[config.mk]
export PLATFORM = sky130hd
export DESIGN_NAME = lite16_prog_loader
export DESIGN_NICKNAME = d
export VERILOG_FILES = /design/src/rtl/lite16_pkg.sv /design/src/rtl/lite16_byte_pack.sv /design/src/rtl/lite16_prog_loader.sv
export SDC_FILE = /design/constraint.sdc
export NUM_CORES = 1
export LEC_CHECK = 0
export CAP_MARGIN = 20
export CORE_ASPECT_RATIO = 1.5
export CORE_MARGIN = 3
export CORE_UTILIZATION = 35
export DETAILED_ROUTE_END_ITERATION = 12
export REMOVE_ABC_BUFFERS = 1
export SETUP_SLACK_MARGIN = 0.2
export SLEW_MARGIN = 20
export SYNTH_ARGS = -nofsm -noshare
export SYNTH_HDL_FRONTEND = slang
export SYNTH_HIERARCHICAL = 1
export SYNTH_SLANG_ARGS = --single-unit
export TNS_END_PERCENT = 50
[constraint.sdc]
create_clock -name clk -period 2.8 [get_ports clk]
set_clock_uncertainty 0.05 [all_clocks]
set_input_delay 0.84 -clock clk [delete_from_list [all_inputs] [get_ports clk]]
set_output_delay 0.84 -clock clk [all_outputs]
set_load 0.02 [all_outputs]
[src/rtl/lite16_pkg.sv]
// ---------------------------------------------------------------------------
// lite16_pkg
// Shared definitions for the LITE-16 program loader:
//   - loader_state_t : loader FSM state encoding
//   - LITE16_WORD_W  : instruction word width
//   - capacity()     : instruction-memory depth in words for a FULL_MEM setting
// ---------------------------------------------------------------------------
package lite16_pkg;

  localparam int LITE16_WORD_W = 16;

  typedef enum logic [2:0] {
    ST_IDLE    = 3'd0,
    ST_LEN_LO  = 3'd1,
    ST_LEN_HI  = 3'd2,
    ST_DATA_LO = 3'd3,
    ST_DATA_HI = 3'd4,
    ST_CHECK   = 3'd5,
    ST_DONE    = 3'd6,
    ST_ERR     = 3'd7
  } loader_state_t;

  // Depth in words. 17 bits so that the full 64K depth is representable.
  function automatic logic [16:0] capacity(input bit full_mem);
    return full_mem ? 17'd65536 : 17'd256;
  endfunction

endpackage

[src/rtl/lite16_byte_pack.sv]
// ---------------------------------------------------------------------------
// lite16_byte_pack
// Pairs little-endian LO/HI bytes into one instruction word and keeps the
// running XOR checksum of the frame.
// Ports:
//   clk, rst     : clock, asynchronous active-low reset
//   clear        : restart the checksum (new frame)
//   xor_en       : fold data into the checksum this cycle
//   lo_en, hi_en : data is the LO / HI byte of a word this cycle
//   data         : incoming byte
//   word_valid   : one-cycle pulse, cycle after the HI byte
//   word         : assembled word {HI, LO}, held until the next HI byte
//   chk          : running XOR of every byte folded in since clear
// ---------------------------------------------------------------------------
module lite16_byte_pack
  import lite16_pkg::*;
(
  input  logic                     clk,
  input  logic                     rst,
  input  logic                     clear,
  input  logic                     xor_en,
  input  logic                     lo_en,
  input  logic                     hi_en,
  input  logic [7:0]               data,
  output logic                     word_valid,
  output logic [LITE16_WORD_W-1:0] word,
  output logic [7:0]               chk
);

  logic [7:0] lo_q;

  // NOTE: sequential state is always assigned with <= so every flop samples
  // the pre-edge values of its inputs, independent of statement order.
  always_ff @(posedge clk or negedge rst) begin
    if (!rst) begin
      lo_q       <= '0;
      word       <= '0;
      word_valid <= 1'b0;
      chk        <= '0;
    end else begin
      word_valid <= hi_en;
      if (lo_en) lo_q <= data;
      if (hi_en) word <= {data, lo_q};
      if (clear)       chk <= '0;
      else if (xor_en) chk <= chk ^ data;
    end
  end

endmodule

[src/rtl/lite16_prog_loader.sv]
// ---------------------------------------------------------------------------
// lite16_prog_loader
// Writer side of the LITE-16 instruction ROM. Receives a framed byte stream
//   LEN_LO LEN_HI {LO HI} x N CHK
// over valid/ready, writes N little-endian words from address 0 and keeps
// the CPU in reset until a frame with a correct XOR checksum has loaded.
//
// Parameters:
//   FULL_MEM       : 0 -> 256 words, 1 -> 65536 words
//   TIMEOUT_CYCLES : idle-byte watchdog limit (LITE16_LOADER_TIMEOUT_EN only)
// Optional feature macro: LITE16_LOADER_TIMEOUT_EN enables the watchdog that
//   aborts a frame after TIMEOUT_CYCLES cycles without a byte transfer.
//
// Ports:
//   clk, rst       : clock, asynchronous active-low reset
//   start          : one-cycle pulse, begins a load (ignored while busy)
//   in_data/valid  : byte stream in;  in_ready: byte accepted this cycle
//   mem_we/addr/wdata : registered instruction-memory write port
//   cpu_hold       : 1 keeps the CPU in reset
//   busy           : frame in progress
//   done / error   : sticky result of the last frame
//   words_loaded   : words written in the current or last frame
// ---------------------------------------------------------------------------
module lite16_prog_loader
  import lite16_pkg::*;
#(
  parameter bit          FULL_MEM       = 1'b0,
  parameter int unsigned TIMEOUT_CYCLES = 100000
) (
  input  logic                     clk,
  input  logic                     rst,
  input  logic                     start,
  input  logic [7:0]               in_data,
  input  logic                     in_valid,
  output logic                     in_ready,
  output logic                     mem_we,
  output logic [15:0]              mem_addr,
  output logic [LITE16_WORD_W-1:0] mem_wdata,
  output logic                     cpu_hold,
  output logic                     busy,
  output logic                     done,
  output logic                     error,
  output logic [15:0]              words_loaded
);

  localparam logic [16:0] CAPACITY = capacity(FULL_MEM);

  loader_state_t state, state_next;

  logic        xfer;
  logic        start_go;
  logic        timeout_hit;
  logic        last_word;
  logic        lo_en, hi_en, xor_en;
  logic [15:0] len_q;
  logic [15:0] len_rx;
  logic [7:0]  chk;

  assign xfer     = in_valid & in_ready;
  assign start_go = start & ~busy;

  // Full length as seen during the LEN_HI transfer (HI byte is on the bus).
  assign len_rx    = {in_data, len_q[7:0]};
  // words_loaded has not yet counted the word completing this cycle.
  assign last_word = (words_loaded + 16'd1) == len_q;

  assign lo_en  = xfer && (state == ST_DATA_LO);
  assign hi_en  = xfer && (state == ST_DATA_HI);
  // The check byte itself is compared, not folded in.
  assign xor_en = xfer && (state != ST_CHECK);

  // -------------------------------------------------------------------------
  // Idle-byte watchdog
  // -------------------------------------------------------------------------
`ifdef LITE16_LOADER_TIMEOUT_EN
  logic [31:0] idle_cnt;

  always_ff @(posedge clk or negedge rst) begin
    if (!rst)                           idle_cnt <= '0;
    else if (start_go || xfer || !busy) idle_cnt <= '0;
    else                                idle_cnt <= idle_cnt + 32'd1;
  end

  // Fires on the TIMEOUT_CYCLES-th consecutive cycle without a transfer.
  assign timeout_hit = busy && !xfer && (idle_cnt >= (TIMEOUT_CYCLES - 32'd1));
`else
  assign timeout_hit = 1'b0;

  // Watchdog compiled out; the parameter stays for a uniform interface.
  logic unused_timeout;
  assign unused_timeout = ^TIMEOUT_CYCLES;
`endif

  // -------------------------------------------------------------------------
  // FSM: state register
  // -------------------------------------------------------------------------
  always_ff @(posedge clk or negedge rst) begin
    if (!rst) state <= ST_IDLE;
    else      state <= state_next;
  end

  // -------------------------------------------------------------------------
  // FSM: next-state logic
  // -------------------------------------------------------------------------
  // NOTE: every always_comb output gets a default before the case so no
  // path leaves it unassigned, which would otherwise infer a latch.
  always_comb begin
    state_next = state;
    unique case (state)
      ST_IDLE, ST_DONE, ST_ERR: begin
        if (start) state_next = ST_LEN_LO;
      end
      ST_LEN_LO: begin
        if (xfer) state_next = ST_LEN_HI;
      end
      ST_LEN_HI: begin
        if (xfer) begin
          if (len_rx == 16'd0)                 state_next = ST_CHECK;
          else if ({1'b0, len_rx} > CAPACITY)  state_next = ST_ERR;
          else                                 state_next = ST_DATA_LO;
        end
      end
      ST_DATA_LO: begin
        if (xfer) state_next = ST_DATA_HI;
      end
      ST_DATA_HI: begin
        if (xfer) state_next = last_word ? ST_CHECK : ST_DATA_LO;
      end
      ST_CHECK: begin
        if (xfer) state_next = (in_data == chk) ? ST_DONE : ST_ERR;
      end
      default: state_next = ST_IDLE;
    endcase
    if (timeout_hit) state_next = ST_ERR;
  end

  // -------------------------------------------------------------------------
  // FSM: outputs (decoded from the registered state)
  // -------------------------------------------------------------------------
  always_comb begin
    in_ready = 1'b0;
    busy     = 1'b0;
    cpu_hold = 1'b1;
    done     = 1'b0;
    error    = 1'b0;
    unique case (state)
      ST_LEN_LO, ST_LEN_HI, ST_DATA_LO, ST_DATA_HI, ST_CHECK: begin
        in_ready = 1'b1;
        busy     = 1'b1;
      end
      ST_DONE: begin
        done     = 1'b1;
        cpu_hold = 1'b0;
      end
      ST_ERR: begin
        error = 1'b1;
      end
      default: ;
    endcase
  end

  // -------------------------------------------------------------------------
  // Length capture, word counter and write address
  // -------------------------------------------------------------------------
  always_ff @(posedge clk or negedge rst) begin
    if (!rst) begin
      len_q <= '0;
    end else if (xfer) begin
      if (state == ST_LEN_LO) len_q[7:0]  <= in_data;
      if (state == ST_LEN_HI) len_q[15:8] <= in_data;
    end
  end

  // mem_addr and words_loaded move on the same edge that raises mem_we, so
  // the address shown with the strobe is the 0-based index of that word.
  // The length check bounds the index below capacity, so it cannot wrap.
  always_ff @(posedge clk or negedge rst) begin
    if (!rst) begin
      words_loaded <= '0;
      mem_addr     <= '0;
    end else if (start_go) begin
      words_loaded <= '0;
      mem_addr     <= '0;
    end else if (hi_en) begin
      mem_addr     <= words_loaded;
      words_loaded <= words_loaded + 16'd1;
    end
  end

  lite16_byte_pack u_byte_pack (
    .clk        (clk),
    .rst        (rst),
    .clear      (start_go),
    .xor_en     (xor_en),
    .lo_en      (lo_en),
    .hi_en      (hi_en),
    .data       (in_data),
    .word_valid (mem_we),
    .word       (mem_wdata),
    .chk        (chk)
  );

endmodule

==> results of run 1 <==
[routing by layer]
| layer | vias up | wire [um] | track usage |
|---|---|---|---|
| li1 | 1593 | - | - |
| met1 | 1656 | 4242 | 0.1805 |
| met2 | 72 | 5746 | 0.2980 |
| met3 | 14 | 351 | 0.03384 |
| met4 | 0 | 220 | 0.05843 |
| met5 | - | 0 | 0 |
[layout make-up]
cell class                 instances  share of cell area
multi-input combinational        293              0.3626
timing repair buffer              94              0.1617
clock inverter                     7             0.01814
clock buffer                       9             0.04031
sequential                        84              0.3769
tap                              153             0.03427
inverter                           9            0.006047
[path summary, 6_finish.rpt]
path                                                   endpoint  cells past startpoint                             from  slack, ps
max in group asynchronous        u_byte_pack/chk[0]$_DFFE_PN0P_                      2                              rst       1630
min in group clk                u_byte_pack/lo_q[0]$_DFFE_PN0P_                      1  u_byte_pack/lo_q[0]$_DFFE_PN0P_        460
worst min-delay path                   mem_addr[11]$_DFFE_PN0P_                      1                              rst        440
worst max-delay path                                   cpu_hold                      2             state[0]$_DFFE_PN0P_        210
worst max register to register             state[1]$_DFFE_PN0P_                      7      words_loaded[1]$_DFFE_PN0P_        250
worst min register to register  u_byte_pack/lo_q[0]$_DFFE_PN0P_                      1  u_byte_pack/lo_q[0]$_DFFE_PN0P_        460
[through the flow]
stage	setup WS [ps]	hold WS [ps]	utilization	instances
final	209.9	439.3	0.4649	649
after global routing	134.9	472.3	0.4649	649
after detailed placement	94.60	440.5	0.4374	633
after CTS	82.06	459.2	0.4646	649
after floorplan	-384.9	425.0	-	386
after global placement	155.1	438.8	0.4374	633
[sequential cells by signal, indices dropped and copies added, names as in the netlist]
signal and flops:
u_byte_pack/chk 8, len_q 16, u_byte_pack/word_valid 1, state 3
mem_addr 16, u_byte_pack/word 16, u_byte_pack/lo_q 8, words_loaded 16
[logic make-up after synthesis]
logic type,count (synthesis)
AO/OA/AOI/OAI,67
XOR/XNOR,41
adder cells (fa/ha/maj),1
buffers and inverters,37
flip-flops,84
multiplexers,41
AND/OR/NAND/NOR,143
[critical path, delay by kind of cell (launching register included)]
family | cells | cell delay, ps
DFF | 1 | 480
buffers and inverters | 1 | 540
and+or+nand+nor | 1 | 330
[power by group through the flow]
stage          registers (mW)  clock network, mW  logic, mW
5_1_grt                  1.98               1.38       2.14
3_3_place_gp             1.93                  0       1.96
3_5_place_dp             1.94                  0       1.99
4_1_cts                  1.92               1.32       1.99
2_1_floorplan            2.03                  0       1.07
6_report                 1.92               1.29       1.97
[repair_timing]
| action | CTS | global route |
|---|---|---|
| resized for setup | 4 | 2 |
| hold buffers | 0 | 0 |
| endpoints found under the setup margin | 4 | 3 |
[placed cells by master, fill, tap and decap left out, types with 5 or more instances in the layout]
cell type	instances
a21bo_2	6
a21oi_1	34
buf_4	27
clkbuf_16	9
clkdlybuf4s50_1	61
dfrtp_1	81
inv_1	8
mux2_2	29
mux2_4	10
nand2_1	52
nand3_1	9
nand3b_1	9
nand4_1	5
nor2_1	20
nor3_1	16
nor4_1	8
o211ai_1	5
o21ai_0	8
or3_1	6
xnor2_1	26
xor2_1	14
==> impl_results.md, run 1 <==
- Sequential area share after synthesis: 0.4867
- Initial DRC count: 130
- Startpoint Class: register
- Effective utilization at floorplan: 0.3594
- Post-synthesis compound-gate area fraction: 0.09849
- Tot GR Track Use: 0.1605
- VDD IR max: 0.5127 mV
- Slowest library cell on the worst path: clkdlybuf4s50_1
- Worst slew pin tran: ~560 ps
- CTS tree: yes
- # DRC: 0
- Root Buffer: clkbuf_16
- Total Nets Final: 504
- Wirelength, routed: ~11000 um
- Top-count cell post-synth: dfrtp_1
- Yosys top cell by area: dfrtp_1
- Hold Vio Cnt, Final: 0
- Post-route cell area: roughly 5600 um2
- Layout cell share with drive strength beyond 1: 0.2077
- First-pass GRT wire length: 17630 um
- Max cap viols: 0
- Vias: 3335
- Worst EP required: about 1900 ps
- Combinational power share: 0.380
- Fin crit share: 0.9250
- Ys async rst share: 1.000
- Syn avg cell area: 10.43 um2
- DIE AREA: 13740 um2
- Setup Total Neg Slack: 0 ps
- Synth Area in Adders: 0.002897
- Largest family of logic cells by synthesized area: simple AND/OR/NAND/NOR gates
- Top_reg_cell synth: dfrtp_1
- Largest net degree at the start of global routing: 45
- Synth top area share: 0.4867
- Final Critical Period: between 2000 and 3000 ps
- Post-Syn Instances: ~410
- Final slew viol count: 0
- WS Path Type: reg2out
- Crit. End Element: primary output
- Synth Cell Area: between 4000 and 5000 um2
- Final RePlAce weighted congestion: 0.8784
- Pint: around 3.4 mW
- CTS buffer count: 9
- Clock power share: 0.250
- Max FO, Critical Path: 11
- Achievable Freq: 0.3861 GHz
- Register area: 2106 um2
- Area contributors post-synth: dfrtp_1, mux2_2, xnor2_1, nand2_1, a21oi_1
- Switching Power: between 1.5 and 2 mW
- Filler instances: 1182
- Crit path cell chain: or2_2 -> clkdlybuf4s50_1
- Port Buf Inserts: 65
- Power per standard cell area: 927.1 nW/um2
- Cell Rows: 49
- Final setup viols: 0
- Worst skew pair latency: 340 ps
- Die width: 96.70 um
- Sequential Power Share: 0.370
- Post-synth cell types: 52
- Post-DP HPWL: 7693 um
- Multiplexer share of the synthesized area: 0.1150
- RSZ-0062 raised after global routing: yes
- Clk slew on worst S/H paths: 60 ps
- CP max stage delay: 540 ps
- Rel. slew slack: 0.6248
- Sw frac: 0.3401
- Vias in the first global route: 3459
- Flops & latches, synth: 84
- Max clock buf depth: 2
- WP data arrival: roughly 1700 ps
- Ant. Diodes: 0
- Die height: 142.1 um
- Core ar.: 12020 um2
- Number of synthesized flops with an enable pin: 0
- Antenna Nets Post-Route: 0
- YS warnings: 6
- Dpl cell area: 5256 um2
- Status: finished, final reports clean
- TritonRoute pass-1 iters: 4
- Synth Area in Simple Gates: 0.1671
- Vias per std cell: slightly above 5
- I/O pin cnt: 66
- Worst hold path type: in2async
- Xor/xnor cell area share of the yosys netlist: 0.08488
- H-tree lvl count: 3
- Clock Sinks: 84
- Setup Fix Bufs, Post-CTS: 0
- Layout area overhead: 29.35%
- Leak Pwr: 2.281 nW
- Most frequent cells after synthesis: dfrtp_1, nand2_1, a21oi_1, mux2_2, xnor2_1
- Initial antenna violation count: 0
- WL/cell: 16.27 um
- Total power: between 5 and 6 mW
- Footprint of the multi-input gates: 2026 um2
- Grt total ovfl: 0
No activity file was read; power rests on OpenSTA's default activity.
==> run 2: changes to the inputs <==
--- a/config.mk
+++ b/config.mk
@@ -15,6 +15,5 @@
 export SLEW_MARGIN = 20
 export SYNTH_ARGS = -nofsm -noshare
 export SYNTH_HDL_FRONTEND = slang
-export SYNTH_HIERARCHICAL = 1
 export SYNTH_SLANG_ARGS = --single-unit
 export TNS_END_PERCENT = 50
==> run 2 against run 1 <==
  * Utilization rose by 0.67 points
  * Final cell count is 5.2% higher
  * Largest cell class unchanged
  * Combinational power down 7%
  * Count of clock-buffer cells in the layout unchanged
==> impl_results.md, run 2 <==
- Largest net degree at the start of global routing: 45
- I/O pin cnt: 66
- VDD IR max: 0.5139 mV
- H-tree lvl count: 3
- Die height: 140.7 um
- Worst EP required: between 1500 and 2000 ps
- WS Path Type: reg2out
- Crit path cell chain: nand2_1 -> nor2_1 -> clkdlybuf4s50_1
- Antenna Nets Post-Route: 0
- Most common cell after layout, fill and taps aside: nand2_1
- Die width: 95.78 um
- WP data arrival: about 1700 ps
- Pint: just over 3 mW
- CP max stage delay: 610 ps
- Combinational power share: 0.373
- Worst skew pair latency: roughly 340 ps
- Number of synthesized flops with an enable pin: 0
- Post-Syn Instances: 455
- Syn avg cell area: a little over 9 um2
- Switching Power: roughly 1.8 mW
- Post-route cell area: roughly 5500 um2
- Port Buf Inserts: 65
- First-pass GRT wire length: 17860 um
- Clock power share: 0.237
- Status: finished, final reports clean
- Achievable Freq: 0.3921 GHz
- Core ar.: 11650 um2
- Clk slew on worst S/H paths: 70 ps
- Vias: between 3k and 4k
- Effective utilization at floorplan: 0.3632
- Total Nets Final: around 540
- Top sig layer: met4
- Sequential Power Share: 0.390
- RSZ-0062 raised after global routing: yes
- # DRC: 0
- Top_reg_cell synth: dfrtp_1
- Post-cts hold buffer count: 0
- WL/cell: ~16 um
- YS warnings: 0
- Hold wc startpoint: u_byte_pack.lo_q[0]$_DFFE_PN0P_
- Max cap viols: 0
- Largest delay contributor family on the critical path: buffers and inverters
- Post-synth cell types: 43
- Wirelength, routed: 10650 um
- Met3 Wirelength: 362 um
- Power per standard cell area: slightly below 900 nW/um2
- Footprint of the multi-input gates: 1986 um2
- Vias in the first global route: 3464
- Register area: 2103 um2
- Synth Cell Area: 4232 um2
- Synth top area share: 0.4967
- Final setup viols: 0
- Max clock buf depth: 2
- Initial antenna violation count: 0
- Area contributors post-synth: dfrtp_1, nand2_1, mux2_2, xor2_1, xnor2_1
- CP Launch Point: state[2]$_DFFE_PN0P_
- DIE AREA: 13470 um2
- Max FO, Critical Path: 13
- Flops & latches, synth: 84
- Sequential area share after synthesis: 0.4967
- Initial DRC count: 92
- Yosys top cell by area: dfrtp_1
- Worst path buffer plus inverter count: 1
- Final Critical Period: approximately 2600 ps
- Fin crit share: 0.9109
- Setup Fix Bufs, Post-CTS: 0
- Sw frac: 0.3730
- Vias per std cell: 5.034
- Layout area overhead: 29.86%
- Critical R2R Launch: words_loaded[3]$_DFFE_PN0P_
- Grt total ovfl: 0
- Rel. slew slack: 0.6357
- Total power: 4.909 mW
- Cell Rows: 48
- TritonRoute pass-1 iters: 4
- Worst slew pin tran: 546.4 ps
- Filler instances: 1137
- Most frequent cells in the layout: nand2_1, dfrtp_1, clkdlybuf4s50_1
- Crit. End Element: primary output
- Top-count cell post-synth: nand2_1
- Most frequent cells after synthesis: nand2_1, dfrtp_1, nor2_1, a21oi_1, xor2_1
- Final RePlAce weighted congestion: 0.8530
- Startpoint Class: register
- Root Buffer: clkbuf_16
- Dpl cell area: 5180 um2
- Met2 WL: 5720 um
- Hold Vio Cnt, Final: 0
- Slowest library cell on the worst path: clkdlybuf4s50_1
- Ys async rst share: 1.000
- Tot GR Track Use: 0.1709
- Leak Pwr: 2.390 nW
- Post-DP HPWL: 7772 um
- Ant. Diodes: 0
- CTS buffer count: 9
- Final slew viol count: 0
- Wl on met1: roughly 4400 um
- CTS tree: yes
- Clock Sinks: 84
- Worst hold path type: reg2reg
- Layout cell share with drive strength beyond 1: 0.1576
[run 2: cell types whose count changed in the layout (fill, tap and decap cells not counted), moves of 9 or more]
cell      delta
nor2_1      +18
mux2_4      -10
xor2_1      +14
nand2_1     +52
nand3b_1     -9
[run 2: layout make-up]
type / instances / area share
multi-input combinational: 331 / 0.3613
inverter: 6 / 0.004098
timing repair buffer: 96 / 0.1648
clock inverter: 7 / 0.01184
tap: 150 / 0.03415
sequential: 84 / 0.3827
clock buffer: 9 / 0.04098
[run 2: tightest hold or removal path, delay by kind of cell, from the launching register on]
kind,cells,cell delay [ps]
AND/OR/NAND/NOR,2,100
flip-flops,1,340
[run 2: cell families (layout without fill, tap and decap cells)]
family          after synthesis  count (layout)  share of synthesized area
fa+ha+maj                     1               1                   0.002956
mux                          26              26                    0.06830
compound gates               52              52                    0.07245
buf+inv                      40             118                    0.04139
flops                        84              84                     0.4967
simple gates                203             203                     0.2167
xor+xnor                     49              49                     0.1014
[run 2: routing by layer]
layer | vias up | global-route usage
li1 | 1672 | -
met1 | 1683 | 0.2054
met2 | 73 | 0.2999
met3 | 10 | 0.03043
met4 | 0 | 0.06072
met5 | - | 0
[run 2: power by group through the flow]
stage | clock [mW] | sequential [mW] | combinational (mW)
finish | 1.16 | 1.91 | 1.83
global route | 1.25 | 1.97 | 2.02
CTS | 1.20 | 1.91 | 1.86
detailed placement | 0 | 1.93 | 1.87
global placement | 0 | 1.92 | 1.83
floorplan | 0 | 2.04 | 0.958
[run 2: path summary, 6_finish.rpt]
| path | depth (start not counted) | slack, ps | end |
|---|---|---|---|
| min | 2 | 420 | u_byte_pack.word[0]$_DFFE_PN0P_ |
| max in group asynchronous | 2 | 1620 | state[2]$_DFFE_PN0P_ |
| min in group asynchronous | 1 | 430 | u_byte_pack.word_valid$_DFF_PN0_ |
| max | 3 | 250 | error |
| min reg2reg | 2 | 420 | u_byte_pack.word[0]$_DFFE_PN0P_ |
| max reg2reg | 7 | 340 | state[1]$_DFFE_PN0P_ |
[run 2: through the flow]
| stage | instances | setup slack [ps] | hold slack [ps] | setup TNS [ps] | utilization |
|---|---|---|---|---|---|
| after floorplan | 421 | -567.6 | 383.1 | -3940 | - |
| after global placement | 667 | 158.7 | 400.4 | 0 | 0.4446 |
| after detailed placement | 667 | 133.7 | 400.0 | 0 | 0.4446 |
| after CTS | 683 | 159.8 | 422.5 | 0 | 0.4694 |
| after global routing | 683 | 186.7 | 439.9 | 0 | 0.4716 |
| final | 683 | 249.4 | 415.0 | 0 | 0.4716 |
[run 2: what timing repair did]
action	CTS	global route
pin swaps	0	2
setup endpoints to repair	4	3
resized for setup	3	6
